<file path="src/rtl/fp_sqrt_round_pack.sv">
// Normalises, rounds (RISC-V rm) and packs the mantissa-sqrt root into an IEEE-754 single with fflags.
// Latency: 2 cycles from input accept to out_valid, 1 beat/cycle throughput.
// Backpressure: out_ready_i low stalls stage 2; in_ready drops once stage 1 is also full. Data regs hold while stalled.
module fp_sqrt_round_pack #(
    parameter int ROOT_W    = 254,
    parameter int ROOT_FRAC = 250,
    parameter int EXP_W     = 8,
    parameter int FRAC_W    = 23
) (
    input  logic                      in_Clk,
    input  logic                      in_Rst_N,
    input  logic                      in_valid,
    input  logic                      out_ready_i,
    output logic                      in_ready,
    input  logic [ROOT_W-1:0]         in_root,
    input  logic [EXP_W-1:0]          in_exp,
    input  logic                      in_sign,
    input  logic [1:0]                in_class,
    input  logic                      in_nv,
    input  logic [2:0]                in_rm,
    output logic                      out_valid,
    output logic [EXP_W+FRAC_W:0]     out_data,
    output logic [4:0]                out_flags
);

    typedef enum logic [1:0] {
        CLS_NORM = 2'b00,
        CLS_ZERO = 2'b01,
        CLS_PINF = 2'b10,
        CLS_NAN  = 2'b11
    } class_t;

    localparam logic [2:0] RM_RTZ = 3'b001;
    localparam logic [2:0] RM_RDN = 3'b010;
    localparam logic [2:0] RM_RUP = 3'b011;
    localparam logic [2:0] RM_RMM = 3'b100;

    localparam logic [EXP_W+FRAC_W:0] PINF_PAT = {1'b0, {EXP_W{1'b1}}, {FRAC_W{1'b0}}};
    localparam logic [EXP_W+FRAC_W:0] QNAN_PAT = {1'b0, {EXP_W{1'b1}}, 1'b1, {(FRAC_W-1){1'b0}}};

    // ------------------------------------------------------------------
    // Handshake
    // ------------------------------------------------------------------
    logic s1_v, s2_v;
    logic s2_adv, s1_load;

    assign s2_adv    = !s2_v || out_ready_i;
    assign in_ready  = !s1_v || s2_adv;
    assign s1_load   = in_valid && in_ready;
    assign out_valid = s2_v;

    // ------------------------------------------------------------------
    // Stage 1: normalise so the leading one sits just above the fraction
    // ------------------------------------------------------------------
    logic              b1, b0;
    logic [FRAC_W-1:0] n_frac;
    logic              n_g, n_s;
    logic [EXP_W-1:0]  n_exp;

    assign b1 = in_root[ROOT_FRAC+1];
    assign b0 = in_root[ROOT_FRAC];

    always_comb begin
        n_frac = '0;
        n_g    = 1'b0;
        n_s    = 1'b0;
        n_exp  = in_exp;
        if (b1) begin
            n_frac = in_root[ROOT_FRAC -: FRAC_W];
            n_g    = in_root[ROOT_FRAC-FRAC_W];
            n_s    = |in_root[ROOT_FRAC-FRAC_W-1:0];
            n_exp  = in_exp + EXP_W'(1);
        end else if (b0) begin
            n_frac = in_root[ROOT_FRAC-1 -: FRAC_W];
            n_g    = in_root[ROOT_FRAC-1-FRAC_W];
            n_s    = |in_root[ROOT_FRAC-2-FRAC_W:0];
        end else begin
            // Root just below 1.0: the iterative unit guarantees the leading one is one bit lower.
            n_frac = in_root[ROOT_FRAC-2 -: FRAC_W];
            n_g    = in_root[ROOT_FRAC-2-FRAC_W];
            n_s    = |in_root[ROOT_FRAC-3-FRAC_W:0];
            n_exp  = in_exp - EXP_W'(1);
        end
    end

    logic [FRAC_W-1:0] s1_frac;
    logic              s1_g, s1_s;
    logic [EXP_W-1:0]  s1_exp;
    class_t            s1_class;
    logic              s1_sign, s1_nv;
    logic [2:0]        s1_rm;

    always_ff @(posedge in_Clk or negedge in_Rst_N) begin
        if (!in_Rst_N) begin
            s1_v     <= 1'b0;
            s1_frac  <= '0;
            s1_g     <= 1'b0;
            s1_s     <= 1'b0;
            s1_exp   <= '0;
            s1_class <= CLS_NORM;
            s1_sign  <= 1'b0;
            s1_nv    <= 1'b0;
            s1_rm    <= '0;
        end else begin
            if (s1_load) begin
                s1_v     <= 1'b1;
                s1_frac  <= n_frac;
                s1_g     <= n_g;
                s1_s     <= n_s;
                s1_exp   <= n_exp;
                s1_class <= class_t'(in_class);
                s1_sign  <= in_sign;
                s1_nv    <= in_nv;
                s1_rm    <= in_rm;
            end else if (s2_adv) begin
                s1_v <= 1'b0;
            end
        end
    end

    // ------------------------------------------------------------------
    // Stage 2: round and pack
    // ------------------------------------------------------------------
    logic                     inc;
    logic                     carry;
    logic [FRAC_W-1:0]        r_frac;
    logic [EXP_W-1:0]         r_exp;
    logic [EXP_W+FRAC_W:0]    p_data;
    logic [4:0]               p_flags;

    always_comb begin
        inc = 1'b0;
        case (s1_rm)
            RM_RTZ, RM_RDN: inc = 1'b0;
            RM_RUP:         inc = s1_g | s1_s;
            RM_RMM:         inc = s1_g;
            default:        inc = s1_g & (s1_s | s1_frac[0]);
        endcase
    end

    assign {carry, r_frac} = {1'b0, s1_frac} + {{FRAC_W{1'b0}}, inc};
    assign r_exp           = carry ? s1_exp + EXP_W'(1) : s1_exp;

    always_comb begin
        p_data  = '0;
        p_flags = '0;
        case (s1_class)
            CLS_ZERO: p_data = {s1_sign, {(EXP_W+FRAC_W){1'b0}}};
            CLS_PINF: p_data = PINF_PAT;
            CLS_NAN: begin
                p_data     = QNAN_PAT;
                p_flags[4] = s1_nv;
            end
            default: begin
                // A square root is never negative, so the sign bit is fixed at 0.
                p_data     = {1'b0, r_exp, r_frac};
                p_flags[0] = s1_g | s1_s;
            end
        endcase
    end

    always_ff @(posedge in_Clk or negedge in_Rst_N) begin
        if (!in_Rst_N) begin
            s2_v      <= 1'b0;
            out_data  <= '0;
            out_flags <= '0;
        end else if (s2_adv) begin
            s2_v <= s1_v;
            if (s1_v) begin
                out_data  <= p_data;
                out_flags <= p_flags;
            end
        end
    end

endmodule

</file>
<file path="config.mk">
export PLATFORM = sky130hd
export DESIGN_NAME = fp_sqrt_round_pack
export DESIGN_NICKNAME = d
export VERILOG_FILES = /design/src/rtl/fp_sqrt_round_pack.sv
export SDC_FILE = /design/constraint.sdc
export NUM_CORES = 1
export LEC_CHECK = 0
export CAP_MARGIN = 40
export CELL_PAD_IN_SITES_DETAIL_PLACEMENT = 0
export CELL_PAD_IN_SITES_GLOBAL_PLACEMENT = 1
export CORE_MARGIN = 2
export CORE_UTILIZATION = 22
export DETAILED_ROUTE_END_ITERATION = 8
export PLACE_DENSITY_LB_ADDON = 0.15
export SLEW_MARGIN = 20
export SYNTH_ARGS = -nofsm -noshare
export SYNTH_HDL_FRONTEND = slang
export SYNTH_SLANG_ARGS = --single-unit
export TNS_END_PERCENT = 20
</file>
<file path="constraint.sdc">
create_clock -name in_Clk -period 2.6 [get_ports in_Clk]
set_input_delay 0.26 -clock in_Clk [delete_from_list [all_inputs] [get_ports in_Clk]]
set_output_delay 0.26 -clock in_Clk [all_outputs]
set_load 0.01 [all_outputs]
</file>
==> reports/results.env <==
STATUS='finished clean'
DP_HPWL_UM=18100
DRT_DRC_VIOLATIONS_LEFT=0
WORSTSKEWPAIRLATENCY_PS=330
POST-LAYOUT-TOTAL-POWER_mW=3.88
WL_PER_CELL_UM=18.0
MAX_CAP_VIOLATIONS=0
CRIT_PATH_TOP_DELAY_CELL='sky130_fd_sc_hd__or4_4'
ROWS=53
PORTS_PLACED_ON_THE_BOUNDARY=312
COUNT_OF_FLIP_FLOPS_WITH_A_BUILT_IN_ENABLE_AFTER_SYNTHESIS=0
SYN_AREA_UM2=4640
FILLCELLCOUNT=2111
FIRST_GLOBAL_VIAS=5514
DETAILROUTE.VIA_COUNT=5279
DR.MAX_LAYER_USED='met5'
SEQ_AREA_FRAC_SYNTH=0.410
R2R_SLACK_PS=90
LEAKAGE_nW=3.22
ROUTE.MET2.WL_UM=10700
WORST_IR_DROP_VDD_mV=0.315
OVERFLOW=0
DRIVE_GT1_FRAC=0.0470
WIRE_LENGTH_OF_THE_FIRST_GLOBAL_ROUTING_PASS_UM=31500
DIE-AREA_UM2=22300
LEADING_REGISTER_CELL_TYPE_OUT_OF_SYNTHESIS='sky130_fd_sc_hd__dfrtp_1'
HOLD_WS_PS=383
GLOBALPLACE.CONGESTION=0.896
CTS_ROOT_BUF='sky130_fd_sc_hd__clkbuf_16'
TIGHTEST_SLEW_PS=709
CRIT_TOP_CELL='sky130_fd_sc_hd__or4_4'
FINAL_CORE_UTILIZATION=0.402
YS_WARN_COUNT=0
FINALINSTANCEAREA_UM2=8400
CLOCK_SKEW_PS=4.63
DIE_HEIGHT_UM=149
NUM-NETS-FINAL=1146
POST_SYNTH_INST_COUNT=562
NUMPORTBUFFERS=306
MIN_PERIOD_OVER_PERIOD=0.964
ARRIVAL_PS=2770
WORST_EP_REQUIRED_TIME_PS=2860
WORSTSETUPPATHTYPE='reg2reg'
SLEW-LIMIT-HEADROOM=0.527
FINALSETUPVIOLATIONS=0
SLEW_VIOL_FINAL=0
AREA.GROWTH.SYNTH_TO_FINAL_PCT=81.0
ROUTED_VIA_DENSITY=4.59
CELL_TYPES_WITH_THE_LARGEST_AREA_SHARE_AFTER_SYNTHESIS='sky130_fd_sc_hd__dfrtp_1, sky130_fd_sc_hd__nor4_1, sky130_fd_sc_hd__o21ai_0, sky130_fd_sc_hd__nand2_1, sky130_fd_sc_hd__mux2i_1'
GRT_USE_TOTAL=0.189
FINALHOLDVIOLATIONS=0
LAYOUT_MIN_CYCLE_TIME_PS=2510
CELLPOWERDENSITY_nW_PER_UM2=462
SYNTH-ASYNC-RESET-RATIO=1.00
MAX_STAGE_DELAY_PS=540
WORST_SETUP_HOLD_PATH_CLK_SLEW_PS=60
CRITICAL_PATH.REG2REG.ENDPOINT='out_data[23]'
NETLIST-CELL-TYPE-COUNT=47
DRT-MET1-WL_UM=8830
START_UTIL=0.222
CTS_NUM_SINKS=76
CRITICAL_PATH.STARTPOINT_TYPE='register'
REG2REGPATHDEPTH=10
CTS_TREE='yes'
H-TREE-DEPTH=3
YS_SEQ_ELEMENTS=76
POSTSYNTHAREAPERCELL_UM2=8.26
CRIT-REG2REG-LAUNCH='s1_rm[0]'
WORST_SETUP_PATH_END_KIND='register'
FINAL_CELL_MIX='sky130_fd_sc_hd__clkdlybuf4s50_1, sky130_fd_sc_hd__nand2_1, sky130_fd_sc_hd__dfrtp_1'
LAYOUT_COMMONEST_CELL='sky130_fd_sc_hd__clkdlybuf4s50_1'
POSTPLACECELLAREA_UM2=8050
CRIT_CHAIN='nor2_1 > o22a_1 > o21ai_0 > nand2_1 > ha_4 > nand4_2 > or4_4 > or4_4 > a21o_1 > a21oi_2'
GRT_MAX_DEGREE=62
COREAREA_UM2=20900
FIRSTDRTPASSITERS=4
DRTANTENNAVIOLNETS=0
CP_MAX_FO=4
DRT-INITIAL-DRC-COUNT=175
GRT_SETUP_UNREPAIRED='true'
ROUTED_WL_UM=20800
HOLD_CLASS='in2async'
CHIPWIDTH_UM=149
YOSYS.AREA.TOP_TYPE_SHARE=0.410
ACHIEVABLE-FREQUENCY_MHz=399
CTS_MAX_PATH_BUFFERS=2
MET3ROUTEDLENGTH_UM=978
SYNTH.LARGEST_AREA_CELL='sky130_fd_sc_hd__dfrtp_1'
CTS_BUFFERS=9
ANTENNA_FOUND_INITIAL=3
## kinds of logic (layout without fill, tap and decap cells)
| kind of cell | count (synthesis) | in the layout | share of synthesized area |
|---|---|---|---|
| flops | 76 | 76 | 0.410 |
| xor+xnor | 32 | 32 | 0.0604 |
| buf+inv | 38 | 347 | 0.0367 |
| mux | 24 | 24 | 0.0518 |
| fa+ha+maj | 5 | 5 | 0.0135 |
| simple gates | 270 | 270 | 0.292 |
| compound gates | 116 | 116 | 0.136 |
| other cells | 1 | 6 | 0.000808 |
## sequential cells by signal, indices dropped and copies added, names as in the netlist
register   count
s1_s           1
s1_g           1
s1_frac       23
out_flags      2
s1_class       2
s1_nv          1
out_data      32
out_valid      1
s1_sign        1
s1_rm          3
s1_v           1
s1_exp         8
## stage by stage
step	std cells	worst slack, ps	TNS, ps
2_1_floorplan	564	70.0	0
3_3_place_gp	1130	-100	-100
3_5_place_dp	1131	-154	-213
4_1_cts	1148	3.46	0
5_1_grt	1150	-11.9	-11.9
6_report	1151	94.7	0
## power breakdown
part	total, mW	leakage [nW]	internal (mW)	switching [mW]
sequential	1.55	0.955	1.37	0.183
clock	1.13	0.124	0.674	0.459
combinational	1.19	2.14	0.726	0.465
## worst max-delay path: cells and delay by family, from the launching register on
kind	cells	cell delay (ps)
flops	1	410
fa+ha+maj	1	150
simple gates	5	1360
compound gates	4	520
## routing by layer
| layer | vias to the layer above | GRT usage |
|---|---|---|
| met2 | 168 | 0.337 |
| met5 | - | 0 |
| met1 | 2431 | 0.232 |
| li1 | 2664 | - |
| met3 | 14 | 0.0391 |
| met4 | 2 | 0.0476 |
## synthesized netlist by cell type, types with 7 or more instances
master                     number
sky130_fd_sc_hd__nor3_1         7
sky130_fd_sc_hd__a21oi_1       31
sky130_fd_sc_hd__xnor2_1       24
sky130_fd_sc_hd__nor2_1        45
sky130_fd_sc_hd__mux2i_1       24
sky130_fd_sc_hd__dfrtp_1       76
sky130_fd_sc_hd__nor4_1        64
sky130_fd_sc_hd__nand4_1       21
sky130_fd_sc_hd__nand2_1       90
sky130_fd_sc_hd__o21ai_0       68
sky130_fd_sc_hd__xor2_1         8
sky130_fd_sc_hd__inv_1          8
sky130_fd_sc_hd__clkbuf_1      21
sky130_fd_sc_hd__nand3_1       14
## how the worst max path moves through the flow
| stage | slack (ps) | start | to | depth (start not counted) |
|---|---|---|---|---|
| after global routing | -10 | s1_rm[0] | out_data[23] | 10 |
| after global placement | -100 | in_root[163] | s1_s | 7 |
| after floorplan | 70 | s1_rm[1] | out_data[23] | 11 |
| after detailed placement | -150 | in_root[163] | s1_s | 7 |
| final | 90 | s1_rm[0] | out_data[23] | 10 |
| after CTS | 3 | s1_rm[1] | out_data[26] | 11 |
## what timing repair did
| item | CTS | global route |
|---|---|---|
| pin swaps | 0 | 2 |
| cloned | 0 | 0 |
| gates resized for setup | 3 | 9 |
| hold buffers | 1 | 0 |
| buffers inserted | 0 | 0 |
| endpoints found under the hold margin | 25 | 0 |
| endpoints found under the setup margin | 3 | 9 |
## cell type report
class | instances | area, um2 | share of cell area
Timing Repair Buffer | 323 | 3210 | 0.381
Multi-Input combinational cell | 450 | 2650 | 0.315
Sequential cell | 76 | 1900 | 0.226
Tap cell | 275 | 344 | 0.0409
Clock buffer | 15 | 258 | 0.0307
Inverter | 8 | 30.0 | 0.00357
Clock inverter | 1 | 7.51 | 0.000893
Antenna cell | 3 | 7.51 | 0.000893
Power figures use the tool's default switching activity.
